## config.mk

```make
export PLATFORM = sky130hd
export DESIGN_NAME = i2c_target
export DESIGN_NICKNAME = d
export VERILOG_FILES = /design/src/rtl/i2c_target.sv
export SDC_FILE = /design/constraint.sdc
export NUM_CORES = 1
export LEC_CHECK = 0
export ABC_AREA = 1
export BUFFER_PORTS_ARGS = -buffer_cell sky130_fd_sc_hd__buf_2
export CORE_ASPECT_RATIO = 2
export CORE_MARGIN = 2
export CORE_UTILIZATION = 59
export CTS_BUF_LIST = sky130_fd_sc_hd__clkbuf_2
export DETAILED_ROUTE_END_ITERATION = 12
export GPL_ROUTABILITY_DRIVEN = 0
export PLACE_DENSITY = 0.83
export SETUP_SLACK_MARGIN = 0.3
export SLEW_MARGIN = 5
export SYNTH_ARGS = -nofsm -noshare
export SYNTH_HDL_FRONTEND = slang
export SYNTH_SLANG_ARGS = --single-unit
```

## constraint.sdc

```tcl
create_clock -name clk -period 2.6 [get_ports clk]
set_input_delay 0.13 -clock clk [delete_from_list [all_inputs] [get_ports clk]]
set_output_delay 0.13 -clock clk [all_outputs]
set_load 0.01 [all_outputs]
```

## src/rtl/i2c_target.sv

```systemverilog
// I2C target: 7-bit address, up to 4-byte write into rx_data, 4-byte read from latched tx_data.
// Ports: clk/reset, raw scl_i/sda_i, open-drain sda_o/sda_oe, tx_data in, rx_data/rx_mask/rx_valid/busy/acks out.
// Latency: bus lines pass a 2-flop synchronizer; SDA reacts on the 2nd cycle after a synced SCL edge. Never stretches SCL.
module i2c_target #(
  parameter logic [6:0]  DEVICE_ADDR = 7'h42,
  parameter int unsigned BYTE_START  = 3
) (
  input  logic        clk,
  input  logic        reset,
  input  logic        scl_i,
  input  logic        sda_i,
  output logic        sda_o,
  output logic        sda_oe,
  input  logic [31:0] tx_data,
  output logic [31:0] rx_data,
  output logic [3:0]  rx_mask,
  output logic        rx_valid,
  output logic        busy,
  output logic [3:0]  acks
);

  typedef enum logic [2:0] {
    IDLE, ADDR, ADDR_ACK, WR_BYTE, WR_ACK, RD_BYTE, RD_ACK, IGNORE
  } state_t;

  localparam logic [1:0] IDX_FIRST = 2'(BYTE_START);

  logic r_scl_s1, r_scl_s2, r_scl_d;
  logic r_sda_s1, r_sda_s2, r_sda_d;
  logic r_rise_d, r_fall_d;

  logic w_start, w_stop, w_rise, w_fall;

  state_t      r_state;
  logic [3:0]  r_bitcnt;
  logic [1:0]  r_idx;
  logic [7:0]  r_shift;
  logic [31:0] r_tx;
  logic        r_is_wr;
  logic        r_sda_oe;
  logic        r_busy;
  logic [31:0] r_rx_data;
  logic [3:0]  r_rx_mask;
  logic        r_rx_valid;
  logic [3:0]  r_acks;

  logic [1:0] w_idx_nxt;
  logic [7:0] w_rd_byte;
  logic [7:0] w_nxt_byte;
  logic       w_rd_bit;

  // Synchronizers idle high so a reset never looks like a START/STOP.
  always_ff @(posedge clk or negedge reset) begin
    if (!reset) begin
      r_scl_s1 <= 1'b1;
      r_scl_s2 <= 1'b1;
      r_scl_d  <= 1'b1;
      r_sda_s1 <= 1'b1;
      r_sda_s2 <= 1'b1;
      r_sda_d  <= 1'b1;
      r_rise_d <= 1'b0;
      r_fall_d <= 1'b0;
    end else begin
      r_scl_s1 <= scl_i;
      r_scl_s2 <= r_scl_s1;
      r_scl_d  <= r_scl_s2;
      r_sda_s1 <= sda_i;
      r_sda_s2 <= r_sda_s1;
      r_sda_d  <= r_sda_s2;
      r_rise_d <= w_rise;
      r_fall_d <= w_fall;
    end
  end

  assign w_rise  = r_scl_s2 & ~r_scl_d;
  assign w_fall  = ~r_scl_s2 & r_scl_d;
  assign w_start = r_scl_s2 & r_scl_d & r_sda_d & ~r_sda_s2;
  assign w_stop  = r_scl_s2 & r_scl_d & ~r_sda_d & r_sda_s2;

  assign w_idx_nxt  = r_idx - 2'd1;
  assign w_rd_byte  = r_tx[{r_idx, 3'b000} +: 8];
  assign w_nxt_byte = r_tx[{w_idx_nxt, 3'b000} +: 8];
  // r_bitcnt counts SCL pulses already given in this byte, so it selects the next bit to present.
  assign w_rd_bit   = w_rd_byte[3'd7 - r_bitcnt[2:0]];

  always_ff @(posedge clk or negedge reset) begin
    if (!reset) begin
      r_state    <= IDLE;
      r_bitcnt   <= 4'd0;
      r_idx      <= IDX_FIRST;
      r_shift    <= 8'h00;
      r_tx       <= 32'h0;
      r_is_wr    <= 1'b0;
      r_sda_oe   <= 1'b0;
      r_busy     <= 1'b0;
      r_rx_data  <= 32'h0;
      r_rx_mask  <= 4'h0;
      r_rx_valid <= 1'b0;
      r_acks     <= 4'hF;
    end else begin
      r_rx_valid <= 1'b0;
      if (w_stop) begin
        r_state    <= IDLE;
        r_sda_oe   <= 1'b0;
        r_busy     <= 1'b0;
        r_rx_valid <= r_is_wr & (|r_rx_mask);
        r_is_wr    <= 1'b0;
      end else if (w_start) begin
        // Also aborts any partial byte: nothing is committed before the 8th bit's falling edge.
        r_state  <= ADDR;
        r_bitcnt <= 4'd0;
        r_idx    <= IDX_FIRST;
        r_sda_oe <= 1'b0;
      end else begin
        case (r_state)
          ADDR: begin
            if (r_rise_d) begin
              r_shift  <= {r_shift[6:0], r_sda_s2};
              r_bitcnt <= r_bitcnt + 4'd1;
            end else if (r_fall_d && r_bitcnt == 4'd8) begin
              if (r_shift[7:1] == DEVICE_ADDR) begin
                r_state  <= ADDR_ACK;
                r_sda_oe <= 1'b1;
                r_busy   <= 1'b1;
                if (r_shift[0]) begin
                  r_tx    <= tx_data;
                  r_is_wr <= 1'b0;
                end else begin
                  r_is_wr   <= 1'b1;
                  r_rx_mask <= 4'h0;
                end
              end else begin
                r_state <= IGNORE;
                r_busy  <= 1'b0;
                r_is_wr <= 1'b0;
              end
            end
          end
          ADDR_ACK: begin
            // r_shift[0] still holds the R/W bit here.
            if (r_fall_d) begin
              r_bitcnt <= 4'd0;
              if (r_shift[0]) begin
                r_state  <= RD_BYTE;
                r_sda_oe <= ~w_rd_byte[7];
              end else begin
                r_state  <= WR_BYTE;
                r_sda_oe <= 1'b0;
              end
            end
          end
          WR_BYTE: begin
            if (r_rise_d) begin
              r_shift  <= {r_shift[6:0], r_sda_s2};
              r_bitcnt <= r_bitcnt + 4'd1;
            end else if (r_fall_d && r_bitcnt == 4'd8) begin
              r_rx_data[{r_idx, 3'b000} +: 8] <= r_shift;
              r_rx_mask[r_idx] <= 1'b1;
              r_state          <= WR_ACK;
              r_sda_oe         <= 1'b1;
            end
          end
          WR_ACK: begin
            if (r_fall_d) begin
              r_state  <= WR_BYTE;
              r_sda_oe <= 1'b0;
              r_idx    <= w_idx_nxt;
              r_bitcnt <= 4'd0;
            end
          end
          RD_BYTE: begin
            if (r_rise_d) begin
              r_bitcnt <= r_bitcnt + 4'd1;
            end else if (r_fall_d) begin
              if (r_bitcnt == 4'd8) begin
                r_state  <= RD_ACK;
                r_sda_oe <= 1'b0;
              end else begin
                r_sda_oe <= ~w_rd_bit;
              end
            end
          end
          RD_ACK: begin
            if (r_rise_d) begin
              r_acks[r_idx] <= r_sda_s2;
            end else if (r_fall_d) begin
              if (!r_acks[r_idx]) begin
                r_state  <= RD_BYTE;
                r_idx    <= w_idx_nxt;
                r_bitcnt <= 4'd0;
                r_sda_oe <= ~w_nxt_byte[7];
              end else begin
                r_state <= IGNORE;
              end
            end
          end
          default: ;
        endcase
      end
    end
  end

  assign sda_o    = 1'b0;
  assign sda_oe   = r_sda_oe;
  assign busy     = r_busy;
  assign rx_data  = r_rx_data;
  assign rx_mask  = r_rx_mask;
  assign rx_valid = r_rx_valid;
  assign acks     = r_acks;

endmodule

```

==> results.json <==
{
  "relSlewSlack_pct": 41.27,
  "tightest_slew_ns": 0.8780,
  "ir_worst_vdd_mv": 0.5161,
  "drive_gt1_share_pct": 28.69,
  "cts_max_level": 3,
  "synth-main-ff-cell": "dfrtp_1",
  "mostFrequentLayoutCells": "143 x nand2_1, 89 x dfrtp_1, 77 x buf_2",
  "drt_iter0_drc": 398,
  "core_um2": 8890,
  "ant_nets": 0,
  "path_cells": "inv_1 > ha_1 > nand3_2 > clkinv_1 > nand2_2 > nor2_2 > nand3_4 > nor2_4 > nand4_1 > nand2_1",
  "io_buffer_count": 78,
  "dp_hpwl_um": 9624,
  "setup_viol": 0,
  "path_max_fanout": 18,
  "synthXorXnorAreaFrac_pct": 0.1648,
  "cp.required_ns": 3.15,
  "clk_pin_slew_ns": 0.28,
  "crit_arrival_ns": 2.73,
  "syn_area_um2": 5315,
  "synth_compound_area_share_pct": 13.09,
  "grt_max_degree": 69,
  "synth_top_area_cell": "dfrtp_1",
  "worstSetupPathType": "reg -> reg",
  "tns_ns": 0,
  "path_delay_family": "simple AND/OR/NAND/NOR gates",
  "hold_violations": 0,
  "path_buf_inv": 2,
  "period_minus_slack_ns": 2.180,
  "final_common_cell": "nand2_1",
  "rsz0062_at_grt": "no",
  "synth.area.top_cells": "dfrtp_1 42%, nand2_1 10%, dfstp_2 5.9%",
  "pin_count": 80,
  "drv_cap": 0,
  "grt_overflow_total": 0,
  "synth_nets": 668,
  "dieHeight_um": 138.2,
  "antenna_found_initial": 1,
  "synth_simple_gate_area_share_pct": 28.25,
  "first_pass_iters": 7,
  "track_usage_pct": 29.30,
  "p_leak_nw": 3.213,
  "wire_per_inst_um": 16.75,
  "cts-buffers-inserted": 9,
  "syn2layout_area_growth_pct": 18.53,
  "whs_ns": 0.1431,
  "via_count": 4768,
  "crit_path_top_delay_cell": "dfrtp_1",
  "cts_resized": 0,
  "syn_inst": 622,
  "hold_class": "in -> reg",
  "synth_seq_area_share_pct": 47.83,
  "synth_top_family_by_area": "simple AND/OR/NAND/NOR gates",
  "grt_pass1_vias": 4795,
  "crit_path_end_kind": "register",
  "drc": 0,
  "ys_warn_count": 0,
  "drv_slew": 0,
  "syn_area_per_cell_um2": 8.545,
  "synth_fa_ha_area_share_pct": 2.354,
  "synth_top_area_share_pct": 41.90,
  "cts_tree": "built",
  "initial_core_util_pct": 59.79,
  "routed_wl_um": 14100,
  "die_w_um": 71.12,
  "slowest_delay_ns": 0.52,
  "drt-vias-per-instance": 5.663,
  "start_kind": "register",
  "root_buffer": "clkbuf_2",
  "clock.fmax_mhz": 458.7,
  "synth_edf_count": 0,
  "grt_pass1_wl_um": 22520,
  "cts_sinks": 101,
  "fin_crit_sh_pct": 83.85,
  "ys_ff_latch": 101,
  "clk_path_buf_depth": 2,
  "synth-async-reset-ratio_pct": 100.0,
  "synthDistinctLibCells": 39,
  "clkLatencyLatePin_ns": 0.60,
  "post_cts_buffers": 0,
  "outcome": "completed",
  "power.density_nw_per_um2": 773.5,
  "fin_skew_ns": 0.01644,
  "die_area_um2": 9830,
  "nets": 780,
  "synth_mux_area_share_pct": 0,
  "row_count": 49
}
==> synth_stat cells, types with 2 or more instances <==
cell type	instances
inv_1	58
clkbuf_1	8
dfrtp_1	89
nand2_2	36
ha_1	10
nand4_1	18
nor2_2	3
o21ai_1	51
o21ai_2	28
nand2_1	143
a21oi_1	6
nand3_4	2
buf_2	4
buf_4	2
inv_2	11
dfstp_2	12
clkinv_1	2
nor3_2	3
buf_6	9
nand3_2	2
nor2_4	5
o21ai_0	19
nor2_1	27
o211ai_1	6
nand3_1	54
==> routing by layer <==
metal	routed length (um)	vias up	global-route usage, %	share of wire [%]
met4	705	0	17.58	5.0
met5	0	-	0	0
met2	7663	233	51.80	54
li1	-	2256	-	-
met1	4940	2225	31.63	35
met3	789	54	5.175	5.6
==> repair_timing <==
action                                  in CTS  in global routing
endpoints found under the hold margin      132                  0
endpoints found under the setup margin       0                 32
hold buffers                                37                  0
==> cells by family after synthesis <==
group                      count (synthesis)
adders and majority gates                 10
and+or+nand+nor                          301
DFF                                      101
AOI/OAI and AO/OA                        113
buffers and inverters                     95
other                                      1
xor gates and xnor gates                   1
==> sequential cells by signal, indices dropped and copies added (netlist names), 2 cells and up <==
signal    cells
r_tx         32
r_bitcnt      4
r_state       3
rx_data      32
acks          4
rx_mask       4
r_shift       8
r_idx         2
==> final timing paths <==
check                           slack (ns)  cells after the start                      end                    start
worst max-delay path                  0.42                     10  rx_data[28]$_DFFE_PN0P_  r_bitcnt[0]$_DFFE_PN0P_
worst max register to register        0.42                     10  rx_data[28]$_DFFE_PN0P_  r_bitcnt[0]$_DFFE_PN0P_
worst min register to register        0.38                      0       r_scl_s2$_DFF_PN1_       r_scl_s1$_DFF_PN1_
worst min-delay path                  0.14                      2       r_sda_s1$_DFF_PN1_                    sda_i
min in group asynchronous             0.44                      3  rx_data[30]$_DFFE_PN0P_                    reset
max in group asynchronous             0.64                      4  rx_data[25]$_DFFE_PN0P_                    reset
==> stage by stage <==
step	instances	utilization (%)	total power, mW	area (um^2)	setup WS, ns
3_3_place_gp	787	64.73	3.789	5754	0.5755
6_report	842	70.87	4.873	6300	0.4199
2_1_floorplan	622	-	3.240	5315	0.6103
3_5_place_dp	787	64.73	3.828	5754	0.4576
4_1_cts	840	70.72	4.839	6287	0.3665
5_1_grt	842	70.87	5.165	6300	0.2722
==> cell type report <==
type,instances,area [um^2]
fillers,648,2590
inverters,72,271.5
clock inverters,5,107.6
clock buffers,11,55.05
diodes,1,2.502
repair buffers,123,848.3
well taps,102,127.6
multi-input cells,427,2345
flip-flops and latches,101,2542
==> where the power goes <==
group          switching (mW)  internal (mW)
Combinational            1.36          0.593
Sequential              0.213           1.74
Clock                   0.544          0.428
No activity file was read; power rests on OpenSTA's default activity.
